--- config.mk ---
export PLATFORM = sky130hd
export DESIGN_NAME = posicion_sprites
export DESIGN_NICKNAME = d
export VERILOG_FILES = /design/src/rtl/posicion_sprites.sv
export SDC_FILE = /design/constraint.sdc
export NUM_CORES = 1
export LEC_CHECK = 0
export BUFFER_PORTS_ARGS = -buffer_cell sky130_fd_sc_hd__buf_2
export CAP_MARGIN = 5
export CORE_MARGIN = 2
export CORE_UTILIZATION = 60
export DETAILED_ROUTE_END_ITERATION = 10
export PLACE_DENSITY_LB_ADDON = 0.3
export SYNTH_ARGS = -nofsm -noshare
export SYNTH_HDL_FRONTEND = slang
export SYNTH_SLANG_ARGS = --single-unit
--- constraint.sdc ---
create_clock -name reloj -period 7.4 [get_ports reloj]
set_input_delay 0.37 -clock reloj [delete_from_list [all_inputs] [get_ports reloj]]
set_output_delay 0.37 -clock reloj [all_outputs]
set_load 0.1 [all_outputs]
--- src/rtl/posicion_sprites.sv ---
// posicion_sprites
// Sprite window matcher for a tile-based video pipeline. Each sprite window
// is described by a horizontal range in tile units and a vertical range in
// tile rows. The current beam position is compared against every enabled
// window. The winning window (lowest index) produces an image ROM address
// built from the sprite id, the tile-row offset inside the sprite and the
// pixel row inside the tile.
//
// Configuration is double buffered. Host writes go to a shadow copy, and the
// whole shadow copy is moved to the active copy on frame_start. Windows
// therefore never change in the middle of a frame.
//
// Pipeline:
//   stage 1 registers the beam position (Qh, tile row, pixel row, pix_en)
//   stage 2 compares against the active windows and registers the outputs
// The result appears two cycles after Qh/Qv/pix_en.

module posicion_sprites #(
    parameter int N_SPR = 4,   // number of sprite windows (1..8)
    parameter int HW    = 5,   // horizontal tile-coordinate width
    parameter int VW    = 10,  // vertical pixel-coordinate width
    parameter int ROW_W = 5,   // pixel-row bits per tile
    parameter int ID_W  = 4,   // image-id width
    parameter int HT_W  = 1    // tile-row-offset bits inside a sprite
) (
    input  logic                         reloj,
    input  logic                         resetM,
    input  logic [HW-1:0]                Qh,
    input  logic [VW-1:0]                Qv,
    input  logic                         pix_en,
    input  logic                         frame_start,
    input  logic                         cfg_we,
    input  logic [2:0]                   cfg_sel,
    input  logic [2:0]                   cfg_field,
    input  logic [9:0]                   cfg_data,
    output logic [ID_W+HT_W+ROW_W-1:0]   DIR_IM,
    output logic                         dir_valid,
    output logic                         hit,
    output logic [2:0]                   hit_idx
);

    // Address width and the width of a vertical coordinate in tile units.
    localparam int AW  = ID_W + HT_W + ROW_W;
    localparam int VTW = VW - ROW_W;

    // Configuration field codes carried on cfg_field.
    localparam logic [2:0] F_H_START = 3'd0;
    localparam logic [2:0] F_H_END   = 3'd1;
    localparam logic [2:0] F_V_START = 3'd2;
    localparam logic [2:0] F_V_END   = 3'd3;
    localparam logic [2:0] F_ID      = 3'd4;
    localparam logic [2:0] F_ENABLE  = 3'd5;

    // ------------------------------------------------------------------
    // Shadow registers. The host writes these at any time.
    // ------------------------------------------------------------------
    logic [HW-1:0]   sh_h_start [N_SPR];
    logic [HW-1:0]   sh_h_end   [N_SPR];
    logic [VTW-1:0]  sh_v_start [N_SPR];
    logic [VTW-1:0]  sh_v_end   [N_SPR];
    logic [ID_W-1:0] sh_id      [N_SPR];
    logic            sh_en      [N_SPR];

    // ------------------------------------------------------------------
    // Active registers. Only the stage-2 matcher reads these.
    // ------------------------------------------------------------------
    logic [HW-1:0]   ac_h_start [N_SPR];
    logic [HW-1:0]   ac_h_end   [N_SPR];
    logic [VTW-1:0]  ac_v_start [N_SPR];
    logic [VTW-1:0]  ac_v_end   [N_SPR];
    logic [ID_W-1:0] ac_id      [N_SPR];
    logic            ac_en      [N_SPR];

    // A write is accepted only for an existing sprite and a defined field.
    // Any other write is dropped completely.
    logic sel_ok;
    logic field_ok;
    logic wr_ok;

    assign sel_ok   = (32'(cfg_sel) < 32'(N_SPR));
    assign field_ok = (cfg_field <= F_ENABLE);
    assign wr_ok    = cfg_we && sel_ok && field_ok;

    // Shadow write port: store the LSBs of cfg_data in the selected field.
    always_ff @(posedge reloj or posedge resetM) begin
        if (resetM) begin
            for (int i = 0; i < N_SPR; i++) begin
                sh_h_start[i] <= '0;
                sh_h_end[i]   <= '0;
                sh_v_start[i] <= '0;
                sh_v_end[i]   <= '0;
                sh_id[i]      <= '0;
                sh_en[i]      <= 1'b0;
            end
        end else if (wr_ok) begin
            for (int i = 0; i < N_SPR; i++) begin
                if (cfg_sel == 3'(i)) begin
                    case (cfg_field)
                        F_H_START: sh_h_start[i] <= cfg_data[HW-1:0];
                        F_H_END:   sh_h_end[i]   <= cfg_data[HW-1:0];
                        F_V_START: sh_v_start[i] <= cfg_data[VTW-1:0];
                        F_V_END:   sh_v_end[i]   <= cfg_data[VTW-1:0];
                        F_ID:      sh_id[i]      <= cfg_data[ID_W-1:0];
                        F_ENABLE:  sh_en[i]      <= cfg_data[0];
                        default:   ;
                    endcase
                end
            end
        end
    end

    // Frame commit: copy all shadow state to active at frame_start. A write
    // in the same cycle is not seen here, because the copy samples the
    // shadow value from before that edge.
    always_ff @(posedge reloj or posedge resetM) begin
        if (resetM) begin
            for (int i = 0; i < N_SPR; i++) begin
                ac_h_start[i] <= '0;
                ac_h_end[i]   <= '0;
                ac_v_start[i] <= '0;
                ac_v_end[i]   <= '0;
                ac_id[i]      <= '0;
                ac_en[i]      <= 1'b0;
            end
        end else if (frame_start) begin
            for (int i = 0; i < N_SPR; i++) begin
                ac_h_start[i] <= sh_h_start[i];
                ac_h_end[i]   <= sh_h_end[i];
                ac_v_start[i] <= sh_v_start[i];
                ac_v_end[i]   <= sh_v_end[i];
                ac_id[i]      <= sh_id[i];
                ac_en[i]      <= sh_en[i];
            end
        end
    end

    // ------------------------------------------------------------------
    // Stage 1: register the beam position. The vertical coordinate is split
    // into the tile row (vt) and the pixel row inside the tile (row).
    // ------------------------------------------------------------------
    logic [HW-1:0]    s1_qh;
    logic [VTW-1:0]   s1_vt;
    logic [ROW_W-1:0] s1_row;
    logic             s1_pix;

    // Stage-1 capture of the beam position.
    always_ff @(posedge reloj or posedge resetM) begin
        if (resetM) begin
            s1_qh  <= '0;
            s1_vt  <= '0;
            s1_row <= '0;
            s1_pix <= 1'b0;
        end else begin
            s1_qh  <= Qh;
            s1_vt  <= Qv[VW-1:ROW_W];
            s1_row <= Qv[ROW_W-1:0];
            s1_pix <= pix_en;
        end
    end

    // ------------------------------------------------------------------
    // Per-sprite window compare against the active copy. The windows are
    // half-open on both axes. A window whose end is at or below its start
    // therefore never matches, and no extra check is needed.
    // ------------------------------------------------------------------
    logic [N_SPR-1:0] match;
    logic [VTW-1:0]   offs [N_SPR];

    generate
        for (genvar gi = 0; gi < N_SPR; gi++) begin : g_win
            logic h_in;
            logic v_in;

            assign h_in = (ac_h_start[gi] <= s1_qh) && (s1_qh < ac_h_end[gi]);
            assign v_in = (ac_v_start[gi] <= s1_vt) && (s1_vt < ac_v_end[gi]);

            assign match[gi] = ac_en[gi] && h_in && v_in;

            // Tile-row offset inside the sprite. Only the low HT_W bits are
            // used, so a window taller than 2^HT_W tiles repeats its image.
            assign offs[gi] = s1_vt - ac_v_start[gi];
        end
    endgenerate

    // ------------------------------------------------------------------
    // Priority select: the lowest-index matching sprite wins.
    // ------------------------------------------------------------------
    logic          sel_hit;
    logic [2:0]    sel_idx;
    logic [AW-1:0] sel_addr;

    // Scan from the highest index down, so the lowest match is assigned last.
    always_comb begin
        sel_hit  = 1'b0;
        sel_idx  = 3'd0;
        sel_addr = '0;
        for (int i = N_SPR - 1; i >= 0; i--) begin
            if (match[i]) begin
                sel_hit  = 1'b1;
                sel_idx  = 3'(i);
                sel_addr = {ac_id[i], offs[i][HT_W-1:0], s1_row};
            end
        end
    end

    // ------------------------------------------------------------------
    // Stage 2: registered outputs. dir_valid follows pix_en only. The
    // address fields are zero unless a valid pixel hit a window.
    // ------------------------------------------------------------------

    // Stage-2 output register.
    always_ff @(posedge reloj or posedge resetM) begin
        if (resetM) begin
            DIR_IM    <= '0;
            dir_valid <= 1'b0;
            hit       <= 1'b0;
            hit_idx   <= 3'd0;
        end else begin
            dir_valid <= s1_pix;
            if (s1_pix && sel_hit) begin
                DIR_IM  <= sel_addr;
                hit     <= 1'b1;
                hit_idx <= sel_idx;
            end else begin
                DIR_IM  <= '0;
                hit     <= 1'b0;
                hit_idx <= 3'd0;
            end
        end
    end

endmodule

Word level (Yosys, flattened, before mapping)
Cells that the tools add are included.
{"block": "classes", "n_mux": 15, "n_addsub": 4, "n_lt_le_gt_ge": 18, "n_eq_ne": 8, "reduce_logical": 45}
{"operator": "$reduce_and A3 Y1", "n": 24}
{"operator": "$mux W10", "n": 5}
{"operator": "$le A5 B5 Y1", "n": 8}
{"operator": "$lt A5 B5 Y1", "n": 8}
{"operator": "$logic_and A1 B1 Y1", "n": 19}
{"operator": "$eq A3 B2 Y1 const B", "n": 4}
{"operator": "$mux W3", "n": 4}
{"operator": "$eq A3 B1 Y1 const B", "n": 2}
{"operator": "$eq A3 B3 Y1 const B", "n": 2}
{"operator": "$logic_not A3 Y1", "n": 2}
{"operator": "$mux W1", "n": 5}
{"operator": "$sub A1 B1 Y1", "n": 4}
{"operator": "$le A3 B3 Y1 const B", "n": 1}
{"operator": "$lt A3 B3 Y1 const B", "n": 1}
{"operator": "$mux W2", "n": 1}
{"block": "word_totals", "wordCells": 146, "input_bits": 36, "out_inout_bits": 15, "reg_bits": 231}

Longest topological paths before layout
Gate-level depths: netlist (run 1).
{"block": "depth", "depth_word": 10, "ltp_mapped": 10, "ltp_nobuf": 10}

Least setup slack after synthesis (run 1)
OpenSTA, ideal clock, no wires.
{"block": "synth_path", "path_type": "register -> register", "from": "reg s1_vt[2]", "to": "reg DIR_IM[9]", "setup_time_ps": 122, "path_buffers": 1, "arrival_ps": 2444, "setup_slack_ps": 4835, "synth_period_minus_slack_ps": 2565, "required_time_ps": 7278, "path_stages_with_launch": 11, "cell_sequence": "dfrtp_1 > inv_1 > ha_1 > a21o_1 > a21o_1 > a211o_1 > a2111oi_4 > buf_4 > nand2_1 > nor4b_1 > a2111oi_1"}
{"block": "synth_between", "elab_chain_cells": 9, "elab_cells_between_ends": 26, "cone_classes": "8 x order compare; 9 x mux; 9 x reduce/logical"}
{"item": "from (decl)", "line_no": "142", "source": "logic [VTW-1:0] s1_vt;"}
{"item": "from (signal assigned)", "line_no": "155", "source": "s1_vt <= Qv[VW-1:ROW_W];"}
{"item": "$le A5 B5 Y1 or $lt A5 B5 Y1 (tied branches)", "line_no": "175", "source": "assign v_in = (ac_v_start[gi] <= s1_vt) && (s1_vt < ac_v_end[gi]);"}
{"item": "$logic_and A1 B1 Y1", "line_no": "175"}
{"item": "$logic_and A1 B1 Y1", "line_no": "177", "source": "assign match[gi] = ac_en[gi] && h_in && v_in;"}
{"item": "$mux W1 (4 in series)", "line_no": "198", "source": "if (match[i]) begin"}
{"item": "$logic_and A1 B1 Y1", "line_no": "220", "source": "if (s1_pix && sel_hit) begin"}
{"item": "$mux W10 (*)", "line_no": "220"}
{"item": "to (signal assigned)", "line_no": "221", "source": "DIR_IM <= sel_addr;"}
{"item": "to (decl)", "line_no": "36", "source": "output logic [ID_W+HT_W+ROW_W-1:0] DIR_IM,"}
Mark *: on every way between the ends. The rest lies on a longest branch, timed or not.
A chain may end at the register's enable or synchronous reset.

Worst setup path after layout (run 1)
{"block": "layout_path", "from": "reg s1_vt[2]", "to": "reg DIR_IM[5]"}
The elaborated chain is that of the path after synthesis.

==> flow_metrics.tcl, run 1 <==
set metrics [dict create \
    outcome "finished clean" \
    synthesis.nets 941 \
    pwr_density_cell_nw_per_um2 260 \
    cts_tree "built" \
    yosys.cell_count.top_type "sky130_fd_sc_hd__dfrtp_1" \
    drt-total-wl_um 22000 \
    floorplan.die.width_um 135 \
    critical_path.max_fanout 13 \
    worstSkewPairLatency_ns 0.52 \
    yosysWarningCount 0 \
    core.rowCount 47 \
    skew_ns 0.00760 \
    finalSetupTns_ns 0 \
    synth.ff_latch_count 230 \
    post_synth_inst_count 833 \
    crit_slowest_cell "sky130_fd_sc_hd__a21oi_1" \
    cp-start-kind "flip-flop" \
    rsz0062_at_grt "no" \
    grt_antenna_before_repair 1 \
    synthTopCellsByCount "sky130_fd_sc_hd__dfrtp_1, sky130_fd_sc_hd__mux2_2, sky130_fd_sc_hd__ha_1, sky130_fd_sc_hd__inv_1, sky130_fd_sc_hd__nand2_1" \
    cp_data_arrival_time_ns 4.13 \
    detailedPlacementHpwl_um 14300 \
    core_area_um2 16600 \
    timing_max_transition_violations_final 0 \
    area_delta_synth_final_pct 13.2 \
    yosys-top-cells-area "sky130_fd_sc_hd__dfrtp_1, sky130_fd_sc_hd__mux2_2, sky130_fd_sc_hd__ha_1, sky130_fd_sc_hd__o21ai_0, sky130_fd_sc_hd__inv_1" \
    grt_util_all_layers 0.255 \
    clkSinkCount 230 \
    global_route.overflow_total 0 \
    netlist_area_um2 10300 \
    setup.reg_to_reg.worst_slack_ns 3.63 \
    cts_inserted_buffers 24 \
    power.static_leakage_nw 5.72 \
    layout-drive-gt1-share 0.265 \
    num-nets-final 998 \
    global_route_wire_length_before_repair_um 36300 \
    holdCritPathClass "in2async" \
    drt_pre_antenna_iters 4 \
    first_global_vias 6955 \
    drcViolationCount 0 \
    pin_count_of_the_biggest_net_entering_global_routing 158 \
    antenna_cells 0 \
    ir_drop_v 0.000172 \
    critPathRequiredTime_ns 7.76 \
    r2r-end "DIR_IM[5]$_DFF_PP0_" \
    cts-root-buf "sky130_fd_sc_hd__clkbuf_16" \
    ys_dominant_reg_cell "sky130_fd_sc_hd__dfrtp_1" \
    start_util 0.617 \
    reg2regPathDepth 9 \
    synth-async-reset-ratio 1.00 \
    drt_iter0_drc 485 \
    netlist-cell-type-count 45 \
    synth_seq_area_share 0.560 \
    relSlewSlack 0.219 \
    routabilityCongestion 0.835 \
    max_stage_delay_ns 0.81 \
    timing.rr.start "s1_vt[2]$_DFF_PP0_" \
    cts.path.max_buffers 3 \
    count_of_flip_flops_with_a_built_in_enable_after_synthesis 0 \
    netlist.area_leader.share 0.560 \
    cts_htree_levels 1 \
    clock.fmax_ghz 0.265 \
    antenna_left 0 \
    fin_crit_ns 3.77 \
    layout_worst_path_cycle_share 0.510 \
    post_synth_top_area_cell "sky130_fd_sc_hd__dfrtp_1" \
    avgViaCountPerCell 5.84 \
    floorplan.die.height_um 135 \
    worst_setup_path_end_kind "flip-flop" \
    io_buffers 44 \
    hold_viol_final 0 \
    detail_route.wl_per_cell_um 19.5 \
    setup_viol 0 \
    fin_total_pwr_mw 3.02 \
    crit_path_cell_trace "inv_1 > ha_1 > a211oi_1 > nor2_1 > o32ai_1 > nand4_1 > a21oi_1 > o41ai_1 > a2111oi_0" \
    worst-setup-path-type "reg2reg" \
    fp.dieArea_um2 18200 \
    drv_cap 0 \
    clk_transition_reported_paths_ns 0.06 \
    i_o_pins 51 \
    average_cell_area_after_synthesis_um2 12.3 \
    tightestPinTransition_ns 1.16 \
    fillerInstances 1167 \
    vias 6566 \
]
## critical path: cells and delay by family (launching register included)
kind,cells,cell delay (ns)
adders and majority gates,1,0.32
AOI/OAI and AO/OA,5,2.26
buffers and inverters,1,0.18
and+or+nand+nor,2,0.32
DFF,1,0.53
## through the flow
step	setup slack, ns	util	instance area [um^2]	hold WS (ns)	std cells
2_1_floorplan	0.725	-	10300	0.374	833
3_3_place_gp	3.90	0.641	10700	0.393	1068
3_5_place_dp	3.68	0.641	10700	0.401	1068
4_1_cts	3.64	0.699	11600	0.159	1125
5_1_grt	3.49	0.699	11600	0.184	1125
6_report	3.63	0.699	11600	0.0576	1125
## kinds of logic after synthesis
group / share of synthesized area
compound gates: 0.0678
fa+ha+maj: 0.0877
other cells: 0.000365
flops: 0.560
buf+inv: 0.0362
simple gates: 0.0811
mux: 0.167
## how the worst max path moves through the flow
stage | to | start
CTS | DIR_IM[5]$_DFF_PP0_ | s1_vt[2]$_DFF_PP0_
global placement | DIR_IM[5]$_DFF_PP0_ | s1_vt[2]$_DFF_PP0_
detailed placement | DIR_IM[5]$_DFF_PP0_ | s1_vt[2]$_DFF_PP0_
finish | DIR_IM[5]$_DFF_PP0_ | s1_vt[2]$_DFF_PP0_
floorplan | DIR_IM[0]$_DFF_PP0_ | resetM
global route | DIR_IM[5]$_DFF_PP0_ | s1_vt[2]$_DFF_PP0_
## state kept, by name, indices dropped and copies added (netlist names)
signal,flops
ac_h_end,20
ac_h_start,20
ac_v_end,20
ac_v_start,20
sh_h_end,20
sh_h_start,20
sh_v_end,20
sh_v_start,20
ac_id,16
sh_id,16
DIR_IM,10
s1_qh,5
s1_row,5
s1_vt,5
ac_en,4
sh_en,4
hit_idx,2
dir_valid,1
hit,1
s1_pix,1
## layer usage
| metal | vias to the layer above | wire length [um] | GRT usage |
|---|---|---|---|
| li1 | 3015 | - | - |
| met1 | 3345 | 9560 | 0.353 |
| met2 | 141 | 10800 | 0.420 |
| met3 | 63 | 874 | 0.0383 |
| met4 | 2 | 694 | 0.0801 |
| met5 | - | 11 | 0 |
## power breakdown
group | internal (mW) | leakage (nW) | switching (mW) | total (mW)
Sequential | 1.39 | 3.08 | 0.0671 | 1.45
Combinational | 0.163 | 2.25 | 0.205 | 0.367
Clock | 0.726 | 0.396 | 0.476 | 1.20
## final cells by class
| type | count | area, um^2 | area share |
|---|---|---|---|
| repair buffers | 62 | 398 | 0.0342 |
| multi-input cells | 506 | 4150 | 0.357 |
| clock buffers | 37 | 751 | 0.0646 |
| inverters | 66 | 255 | 0.0220 |
| clock inverters | 4 | 45.0 | 0.00387 |
| well taps | 220 | 275 | 0.0237 |
| flip-flops and latches | 230 | 5760 | 0.495 |
## cells in the final DEF, fill, tap and decap left out, types with 2 or more instances in the layout
cell,n
sky130_fd_sc_hd__a21o_1,8
sky130_fd_sc_hd__clkbuf_8,8
sky130_fd_sc_hd__a211oi_1,7
sky130_fd_sc_hd__nor3b_1,5
sky130_fd_sc_hd__mux2_2,151
sky130_fd_sc_hd__nand3_1,5
sky130_fd_sc_hd__buf_4,3
sky130_fd_sc_hd__o21ai_0,61
sky130_fd_sc_hd__a2111oi_1,3
sky130_fd_sc_hd__inv_1,64
sky130_fd_sc_hd__nand2_1,64
sky130_fd_sc_hd__nand3b_1,3
sky130_fd_sc_hd__nor3_1,6
sky130_fd_sc_hd__ha_1,72
sky130_fd_sc_hd__nand2b_1,4
sky130_fd_sc_hd__nor4_1,7
sky130_fd_sc_hd__a21oi_1,8
sky130_fd_sc_hd__dfrtp_1,230
sky130_fd_sc_hd__and2_1,8
sky130_fd_sc_hd__o21ai_1,5
sky130_fd_sc_hd__nor4b_1,4
sky130_fd_sc_hd__nand4b_1,2
sky130_fd_sc_hd__and3_1,4
sky130_fd_sc_hd__nand4_1,7
sky130_fd_sc_hd__buf_2,43
sky130_fd_sc_hd__o211ai_1,7
sky130_fd_sc_hd__clkbuf_1,4
sky130_fd_sc_hd__nor2_1,36
sky130_fd_sc_hd__clkinv_2,3
sky130_fd_sc_hd__dlygate4sd3_1,16
sky130_fd_sc_hd__a2111oi_0,3
sky130_fd_sc_hd__nor2b_1,10
sky130_fd_sc_hd__clkbuf_16,25
## timing repair
| action | 4_1_cts | 5_1_grt |
|---|---|---|
| endpoints found under the setup margin | 0 | 0 |
| hold endpoints to repair | 16 | 0 |
| buffers inserted | 0 | 0 |
| gates resized for setup | 0 | 0 |
| hold buffers | 16 | 0 |
Note: power is estimated with default switching activity, not from simulation.
==> run 2: changes to the inputs <==
Settings changed: ABC_AREA from default to 1.
Clock period 7.4 ns to 3.64 ns, I/O delays scaled along.
==> flow_metrics.tcl, run 2 <==
set metrics [dict create \
    outcome "finished clean" \
    netlist.area_leader.share 0.548 \
    worst_hold_path.endpoint "ac_v_end[18]$_DFFE_PP0P_" \
    synth.ff_latch_count 230 \
    setup_viol 0 \
    relSlewSlack 0.316 \
    timing_max_transition_violations_final 0 \
    main_combinational_cell_family_by_area_after_synthesis "simple AND/OR/NAND/NOR gates" \
    pin_count_of_the_biggest_net_entering_global_routing 114 \
    detail_route.wl_per_cell_um 15.9 \
    detailedPlacementHpwl_um 14200 \
    core.rowCount 48 \
    adder_cell_area_share_of_the_yosys_netlist 0.0857 \
    antenna_left 0 \
    post_synth_inst_count 1104 \
    cts-root-buf "sky130_fd_sc_hd__clkbuf_16" \
    holdCritPathClass "in2reg" \
    setup.reg_to_reg.worst_slack_ns 0.98 \
    drt_pre_antenna_iters 5 \
    drcViolationCount 0 \
    netlist-cell-type-count 29 \
    area_delta_synth_final_pct 14.2 \
    vias 7662 \
    io_buffers 44 \
    num-nets-final 1274 \
    global_route_wire_length_before_repair_um 37300 \
    final_std_cells_w_o_fill 1409 \
    fin_crit_ns 2.66 \
    worst_path_most_repeated_cell "sky130_fd_sc_hd__nor2_1" \
    fp.dieArea_um2 18600 \
    ys_dominant_reg_cell "sky130_fd_sc_hd__dfrtp_1" \
    cts_inserted_buffers 24 \
    hold_viol_final 0 \
    synthTopCellsByCount "sky130_fd_sc_hd__nand2_1, sky130_fd_sc_hd__dfrtp_1, sky130_fd_sc_hd__o21ai_0, sky130_fd_sc_hd__inv_1, sky130_fd_sc_hd__ha_1" \
    drt-total-wl_um 22400 \
    cts_tree "built" \
    i_o_pins 51 \
    avgViaCountPerCell 5.44 \
    crit_slowest_cell "sky130_fd_sc_hd__nor2_1" \
    share_of_total_power_in_the_clock_network 0.434 \
    tightestPinTransition_ns 1.02 \
    synth-async-reset-ratio 1.00 \
    power.share.switching 0.242 \
    cp_data_arrival_time_ns 3.10 \
    floorplan.die.width_um 136 \
    yosysWarningCount 0 \
    power.share.combinational 0.101 \
    finalSetupTns_ns 0 \
    core_area_um2 17200 \
    first_global_vias 7639 \
    placed_cells_incl_taps 1348 \
    worst_setup_path_end_kind "flip-flop" \
    cts.path.max_buffers 3 \
    power.share.sequential 0.465 \
    rsz0062_at_grt "no" \
    crit_path_cell_trace "ha_1 > nand2_1 > nor3b_1 > nand3_1 > nor2_1 > nor2_1 > nand3_1 > nand2_2 > nor2_1" \
    average_cell_area_after_synthesis_um2 9.52 \
    netlist_area_um2 10500 \
    synth_compound_gate_area_share 0.0872 \
    synth_seq_area_share 0.548 \
    power.static_leakage_nw 6.06 \
    synthMuxAreaShare 0.0525 \
    reg2regPathDepth 9 \
    critical_path.max_fanout 8 \
    yosys-top-cells-area "sky130_fd_sc_hd__dfrtp_1, sky130_fd_sc_hd__nand2_1, sky130_fd_sc_hd__ha_1, sky130_fd_sc_hd__o21ai_0, sky130_fd_sc_hd__mux2_2" \
    cp-start-kind "flip-flop" \
    synthXorXnorAreaFrac 0 \
    clk_transition_reported_paths_ns 0.06 \
    antenna_cells 0 \
    worst_hold_path.num_cells 3 \
    drt_iter0_drc 471 \
    skew_ns 0.00688 \
    grt_antenna_before_repair 0 \
    clkSinkCount 230 \
    layout-drive-gt1-share 0.133 \
    final_critical_path_setup_slack_ns 0.976 \
    cts_htree_levels 1 \
    layout_worst_path_cycle_share 0.732 \
    synth-simple-area-share 0.171 \
    start_util 0.610 \
    p_sw_mw 1.47 \
    worst-setup-path-type "reg2reg" \
    post_synth_top_area_cell "sky130_fd_sc_hd__dfrtp_1" \
    yosys.cell_count.top_type "sky130_fd_sc_hd__nand2_1" \
    grt_util_all_layers 0.257 \
    r2r-end "DIR_IM[0]$_DFF_PP0_" \
    max_stage_delay_ns 0.49 \
    most-common-layout-cells "sky130_fd_sc_hd__nand2_1, sky130_fd_sc_hd__dfrtp_1, sky130_fd_sc_hd__o21ai_0, sky130_fd_sc_hd__inv_1, sky130_fd_sc_hd__ha_1" \
    clock.fmax_ghz 0.375 \
    critPathRequiredTime_ns 4.07 \
    timing.rr.start "s1_vt[4]$_DFF_PP0_" \
    pwr_density_cell_nw_per_um2 505 \
    count_of_flip_flops_with_a_built_in_enable_after_synthesis 0 \
    global_route.overflow_total 0 \
    most_common_cell_after_layout_fill_and_taps_aside "sky130_fd_sc_hd__nand2_1" \
    drv_cap 0 \
    hold_path.startpoint "frame_start" \
    power_report.internal_total_mw 4.60 \
    ir_drop_v 0.000414 \
    worstSkewPairLatency_ns 0.51 \
    floorplan.die.height_um 136 \
    routabilityCongestion 0.817 \
    synthesis.nets 1212 \
    placement.setup.worst_slack_ns 0.978 \
]
-- run 2: changes by cell type after synthesis, moves of 8 or more --
cell                      previous run  this run
sky130_fd_sc_hd__a21o_1              8         0
sky130_fd_sc_hd__mux2_2            151        49
sky130_fd_sc_hd__nand3_1             5        18
sky130_fd_sc_hd__inv_1              65       122
sky130_fd_sc_hd__nor2_1             36        45
sky130_fd_sc_hd__nand2_2             0        10
sky130_fd_sc_hd__nor2b_1            10         0
sky130_fd_sc_hd__o21ai_0            61       154
sky130_fd_sc_hd__nand2_1            64       308
sky130_fd_sc_hd__nand4_1             7        15
sky130_fd_sc_hd__a21oi_1             8        19
-- run 2: cells by family after synthesis --
family	after synthesis
flip-flops	230
other	1
buffers and inverters	151
adder cells (fa/ha/maj)	72
multiplexers	49
AO/OA/AOI/OAI	178
AND/OR/NAND/NOR	423
-- run 2: layout make-up --
| type | instances | area (um^2) |
|---|---|---|
| Tap cell | 225 | 282 |
| Sequential cell | 230 | 5760 |
| Timing Repair Buffer | 64 | 453 |
| Inverter | 123 | 465 |
| Multi-Input combinational cell | 723 | 4170 |
| Clock buffer | 38 | 764 |
| Fill cell | 1304 | 5240 |
| Clock inverter | 6 | 105 |
-- run 2: worst max-delay path: cells and delay by family (launching register included) --
kind / cells / cell delay, ns
adder cells (fa/ha/maj): 1 / 0.33
AND/OR/NAND/NOR: 8 / 1.76
flip-flops: 1 / 0.48
-- run 2: worst max-delay path by stage --
| stage | from | endpoint | slack [ns] | depth (start not counted) |
|---|---|---|---|---|
| finish | s1_vt[4]$_DFF_PP0_ | DIR_IM[0]$_DFF_PP0_ | 0.98 | 9 |
| global route | s1_qh[4]$_DFF_PP0_ | DIR_IM[0]$_DFF_PP0_ | 0.69 | 12 |
| CTS | s1_qh[4]$_DFF_PP0_ | DIR_IM[4]$_DFF_PP0_ | 0.98 | 12 |
| detailed placement | s1_qh[4]$_DFF_PP0_ | DIR_IM[4]$_DFF_PP0_ | 0.98 | 12 |
| global placement | s1_qh[4]$_DFF_PP0_ | hit_idx[0]$_DFF_PP0_ | 1.07 | 12 |
| floorplan | resetM | DIR_IM[0]$_DFF_PP0_ | 0.45 | 1 |
-- run 2: timing repair --
item                                   in CTS  in global routing
endpoints found under the hold margin      51                  0
resized for setup                           0                  0
buffers inserted                            0                  0
hold buffers                               17                  0
-- run 2: power groups by stage --
stage | registers (mW) | logic [mW] | clock network (mW)
6_report | 2.82 | 0.615 | 2.63
2_1_floorplan | 2.85 | 0.432 | 0
3_5_place_dp | 2.86 | 0.594 | 0
5_1_grt | 2.84 | 0.713 | 2.77
4_1_cts | 2.82 | 0.620 | 2.66
3_3_place_gp | 2.85 | 0.569 | 0
-- run 2: routing by layer --
layer / global-route usage / routed length [um]
met2: 0.417 / 10300
met5: 0 / 0
met1: 0.361 / 10500
met4: 0.0729 / 509
met3: 0.0447 / 1060
-- run 2: per-stage QoR --
stage	hold WS, ns	utilization	cell area, um^2	power (mW)
global route	0.157	0.696	12000	6.32
detailed placement	0.291	0.636	11000	3.45
finish	0.132	0.696	12000	6.06
floorplan	0.213	-	10500	3.28
CTS	0.123	0.696	12000	6.09
global placement	0.291	0.636	11000	3.42
